$ cat src/rtl/rr_var_picker.sv
// rr_var_picker: round-robin pick of the first set mask bit at or after an
// internal start pointer, wrapping modulo N. ptr advances past each real pick.
// Latency: 3 cycles from request handshake to pick_valid; one request in flight.
// Backpressure: the result holds in HOLD until pick_ready; req_ready stays low
// until the result handshake.
// Ports:
//   clk, rst                    clock, synchronous active-high reset
//   req_valid/req_ready, mask   request handshake and N-bit candidate mask
//   pick_valid/pick_ready       result handshake
//   pick_idx, pick_none         chosen absolute index / no candidate set

// Rotates din by amt positions (amt < N). DIR=1 rotates right, so bit 0 of
// dout is din[amt]; DIR=0 rotates left. Works for any N, power of two or not.
module rr_var_picker_rotator #(
  parameter int N   = 8,
  parameter int W   = 3,
  parameter int DIR = 1
) (
  input  logic [N-1:0] din,
  input  logic [W-1:0] amt,
  output logic [N-1:0] dout
);
  logic [2*N-1:0] dbl;
  logic [2*N-1:0] shifted;

  always_comb begin
    dbl = {din, din};
    if (DIR == 1) begin
      shifted = dbl >> amt;
      dout    = shifted[N-1:0];
    end else begin
      shifted = dbl << amt;
      dout    = shifted[2*N-1:N];
    end
  end
endmodule

module rr_var_picker #(
  parameter int N = 8,
  localparam int W = $clog2(N)  // ceil(log2 N): index width
) (
  input  logic         clk,
  input  logic         rst,
  input  logic         req_valid,
  output logic         req_ready,
  input  logic [N-1:0] mask,
  output logic         pick_valid,
  input  logic         pick_ready,
  output logic [W-1:0] pick_idx,
  output logic         pick_none
);
  typedef enum logic [1:0] {IDLE, ROT, ENC, HOLD} state_t;

  localparam logic [W:0]   N_EXT = (W+1)'(N);
  localparam logic [W-1:0] LAST  = W'(N-1);

  state_t         state, state_nxt;
  logic [W-1:0]   ptr;
  logic [N-1:0]   rot_q;
  logic [W-1:0]   pos_q;
  logic           any_q;

  logic [N-1:0]   rot_out;
  logic [W-1:0]   pos;
  logic           any;
  logic [W:0]     idx_sum;
  logic [W-1:0]   idx;

  rr_var_picker_rotator #(.N(N), .W(W), .DIR(1)) u_rot (
    .din  (mask),
    .amt  (ptr),
    .dout (rot_out)
  );

  // Lowest set bit of the aligned mask: scanning high to low, the last hit wins.
  always_comb begin
    pos = '0;
    any = 1'b0;
    for (int i = N - 1; i >= 0; i--) begin
      if (rot_q[i]) begin
        pos = W'(i);
        any = 1'b1;
      end
    end
  end

  // Map the rotated position back to an absolute index; ptr+pos < 2N so one
  // conditional subtract is enough.
  always_comb begin
    idx_sum = {1'b0, ptr} + {1'b0, pos_q};
    idx     = (idx_sum >= N_EXT) ? W'(idx_sum - N_EXT) : W'(idx_sum);
  end

  always_ff @(posedge clk) begin
    if (rst) state <= IDLE;
    else     state <= state_nxt;
  end

  always_comb begin
    state_nxt = state;
    req_ready = 1'b0;
    case (state)
      IDLE: begin
        req_ready = 1'b1;
        if (req_valid) state_nxt = ROT;
      end
      ROT:  state_nxt = ENC;
      ENC:  state_nxt = HOLD;
      HOLD: if (pick_valid && pick_ready) state_nxt = IDLE;
      default: state_nxt = IDLE;
    endcase
  end

  always_ff @(posedge clk) begin
    if (rst) begin
      ptr        <= '0;
      rot_q      <= '0;
      pos_q      <= '0;
      any_q      <= 1'b0;
      pick_valid <= 1'b0;
      pick_idx   <= '0;
      pick_none  <= 1'b0;
    end else begin
      case (state)
        IDLE: if (req_valid) rot_q <= rot_out;
        ROT: begin
          pos_q <= pos;
          any_q <= any;
        end
        ENC: begin
          pick_idx  <= any_q ? idx : '0;
          pick_none <= !any_q;
        end
        HOLD: begin
          // First HOLD cycle publishes the result registered in ENC; this
          // gives the fixed three-cycle request-to-result latency.
          if (!pick_valid) begin
            pick_valid <= 1'b1;
          end else if (pick_ready) begin
            pick_valid <= 1'b0;
            if (!pick_none) ptr <= (pick_idx == LAST) ? '0 : pick_idx + 1'b1;
          end
        end
        default: ;
      endcase
    end
  end
endmodule

$ cat config.mk
export PLATFORM = sky130hd
export DESIGN_NAME = rr_var_picker
export DESIGN_NICKNAME = d
export VERILOG_FILES = /design/src/rtl/rr_var_picker.sv
export SDC_FILE = /design/constraint.sdc
export NUM_CORES = 1
export LEC_CHECK = 0
export CAP_MARGIN = 20
export CORE_ASPECT_RATIO = 1.2
export CORE_MARGIN = 10
export CORE_UTILIZATION = 60
export CTS_BUF_LIST = sky130_fd_sc_hd__clkbuf_4
export CTS_CLUSTER_DIAMETER = 60
export DETAILED_ROUTE_END_ITERATION = 7
export PLACE_DENSITY = 0.86
export SKIP_LAST_GASP = 1
export SLEW_MARGIN = 20
export SYNTH_ARGS = -nofsm -noshare
export SYNTH_HDL_FRONTEND = slang
export SYNTH_SLANG_ARGS = --single-unit
$ cat constraint.sdc
create_clock -name clk -period 2.5 [get_ports clk]
set_input_delay 0.5 -clock clk [delete_from_list [all_inputs] [get_ports clk]]
set_output_delay 0.5 -clock clk [all_outputs]
set_load 0.02 [all_outputs]
==> flow_summary.toml <==
[outcome]
run_status = "finished, final reports clean"

[sta]
slew_headroom = 0.619
worst_pin_slew_ps = 571
clock_skew_ps = 9.81
setup_viol = 0
tns_ps = 0
fmax_mhz = 472
fin_crit_ps = 2120
maxSlewViolCount = 0
rsz0062_at_grt = "false"
period_share = 0.848
hold_viol = 0

[global_route]
gr-total-overflow = 0
grt_pass1_vias = 1178
antenna_found_initial = 0
grt_start_max_net_pins = 17
grt_pass1_wl_um = 5180
grt_util_all_layers = 0.136

[final_layout]
area_growth_pct = 14.5
final_cell_mix = "nor2_1, dfxtp_1, clkdlybuf4s50_1"
nNetsFinal = 192
final_layout_size_suffix_gt1_frac = 0.0828
n_fill_cell = 178
final_cells = 199
antenna_cells = 0
finish.utilization = 0.741

[detailed_routing]
viasPerCell = 6.08
ant_nets = 0
wl_per_cell_um = 15.4
first_pass_iters = 4
drt_iter0_drc = 64
drt_wl_total_um = 3070
drc = 0
vias = 1210

[setup_path]
max_stage_delay_ps = 620
path_buf_inv = 2
cp-end-kind = "primary output"
cp.arrival_ps = 1620
path_cells = "inv_1, ha_1, clkdlybuf4s50_1"
required_ps = 2000
crit_family = "buffers and inverters"
cp-start-kind = "flop"
cpMaxStageDelayCell = "clkdlybuf4s50_1"
crit_fanout = 4
critPathKind = "flop to primary output"

[power_and_ir_drop]
p_leak_nw = 0.577
swShare = 0.376
p_int_w = 0.000680
p_seq_frac = 0.477
combPwrFrac = 0.378
p_total_w = 0.00109
clockPowerShare = 0.144
power_density_mw_per_mm2 = 695
netSwitchingPower_w = 0.000410
peakVddDrop_v = 0.000590

[place]
dp_cells = 196
io_buffer_count = 17
place.gp.congestion = 0.903
place.detailed.hpwl_um = 2410

[clock_network]
tritoncts = "yes"
cts_resized = 0
clkSinkCount = 22
clkTransAtPathRegs_ps = 120
post_cts_buffers = 0
cts_hold_buf = 0
clk_path_buf_depth = 2
htreeDepth = 1
clk_latency_ps = 300
numCtsBuffers = 3
clockRootBuffer = "clkbuf_4"

[yosys]
synth_area_leaders = "dfxtp_1, ha_1, mux2i_1"
synth_area_leader_cell = "dfxtp_1"
syn_inst = 155
synth_edf_count = 0
synth_top_area_frac = 0.322
postSynthAreaPerCell_um2 = 8.83
ys.flop_type = "dfxtp_1"
yosys_warnings = 0
synth-seq-cells = 22
synthArstFlopShare = 0
synth_area_mm2 = 0.00137
ys_seq_area_frac = 0.322
synth_cell_types = 37
synth_nets = 176

[job]
maxCapViolations = 0

[hold_path]
hold_path_class = "flop to flop"

[floorplan]
core.rowCount = 18
io-pin-count = 18
start_util = 0.647
coreArea_mm2 = 0.00212
die_h_um = 72.3
die_w_um = 63.6
dieArea_mm2 = 0.00460
-- stage by stage --
step | cell area, um2 | hold slack (ps) | setup WS [ps]
floorplan | 1370 | 450 | 764
global placement | 1550 | 478 | 622
detailed placement | 1550 | 492 | 597
CTS | 1570 | 508 | 384
global route | 1570 | 548 | 293
finish | 1570 | 504 | 381
-- cell families after synthesis --
logic type | synth area share
DFF | 0.322
xor gates and xnor gates | 0.0128
buffers and inverters | 0.0530
muxes | 0.120
AOI/OAI and AO/OA | 0.209
adders and majority gates | 0.0878
and+or+nand+nor | 0.196
-- final timing paths --
kind,start,to,slack (ps),cells after the start
setup / recovery,state[0]$_SDFFE_PP0P_,req_ready,380,3
hold / removal,pick_idx[1]$_SDFFE_PP0P_,pick_idx[1]$_SDFFE_PP0P_,500,2
setup reg to reg,ptr[0]$_SDFFE_PP0P_,pick_idx[2]$_SDFFE_PP0P_,680,7
hold reg to reg,pick_idx[1]$_SDFFE_PP0P_,pick_idx[1]$_SDFFE_PP0P_,500,2
-- final cells by class --
cell class              count  area, um2  area share
repair buffers             19        185       0.118
inverters                   7       26.3      0.0168
well taps                  30       37.5      0.0239
multi-input cells         118        856       0.546
flip-flops and latches     22        440       0.281
clock buffers               3       22.5      0.0144
-- per-layer routing --
metal	wire (um)	vias to the layer above	global-route usage
met3	147	10	0.0323
met5	0	-	0
met4	73	0	0.0511
met2	1580	41	0.258
met1	1270	563	0.142
li1	-	596	-
-- synth_stat cells, types with 2 or more instances --
cell,n
mux2_2,3
a221o_1,3
a211oi_1,5
o21ai_0,2
nand2b_1,9
a22oi_1,3
a21oi_1,8
nand2_1,3
mux2_4,2
nor2_1,22
a211oi_2,4
buf_6,2
nand3b_1,2
buf_1,2
nand3_1,7
o22ai_1,5
nor2b_1,3
o211ai_1,2
nor3_1,4
clkbuf_1,3
dfxtp_1,22
a211o_1,2
mux2i_1,10
ha_1,8
inv_1,7
-- registers in the layout, summed over array words and instances, names as in the netlist --
register    flops
pick_valid      1
ptr             3
pick_none       1
pick_idx        3
rot_q           8
state           2
any_q           1
pos_q           3
-- power by group through the flow --
| stage | sequential (W) | clock, W | combinational (W) |
|---|---|---|---|
| after CTS | 0.000516 | 0.000161 | 0.000415 |
| after global placement | 0.000520 | 0 | 0.000385 |
| final | 0.000520 | 0.000157 | 0.000413 |
| after floorplan | 0.000509 | 0 | 0.000292 |
| after global routing | 0.000533 | 0.000174 | 0.000470 |
| after detailed placement | 0.000523 | 0 | 0.000409 |
-- worst register-to-register path: stages (launching register included) --
cell     delay [ps]
dfxtp_1         570
ha_1            210
inv_1            50
fa_1            370
xor2_1          160
xnor2_1         160
nand3_1         100
a21oi_1         150
Note: power is estimated with default switching activity, not from simulation.
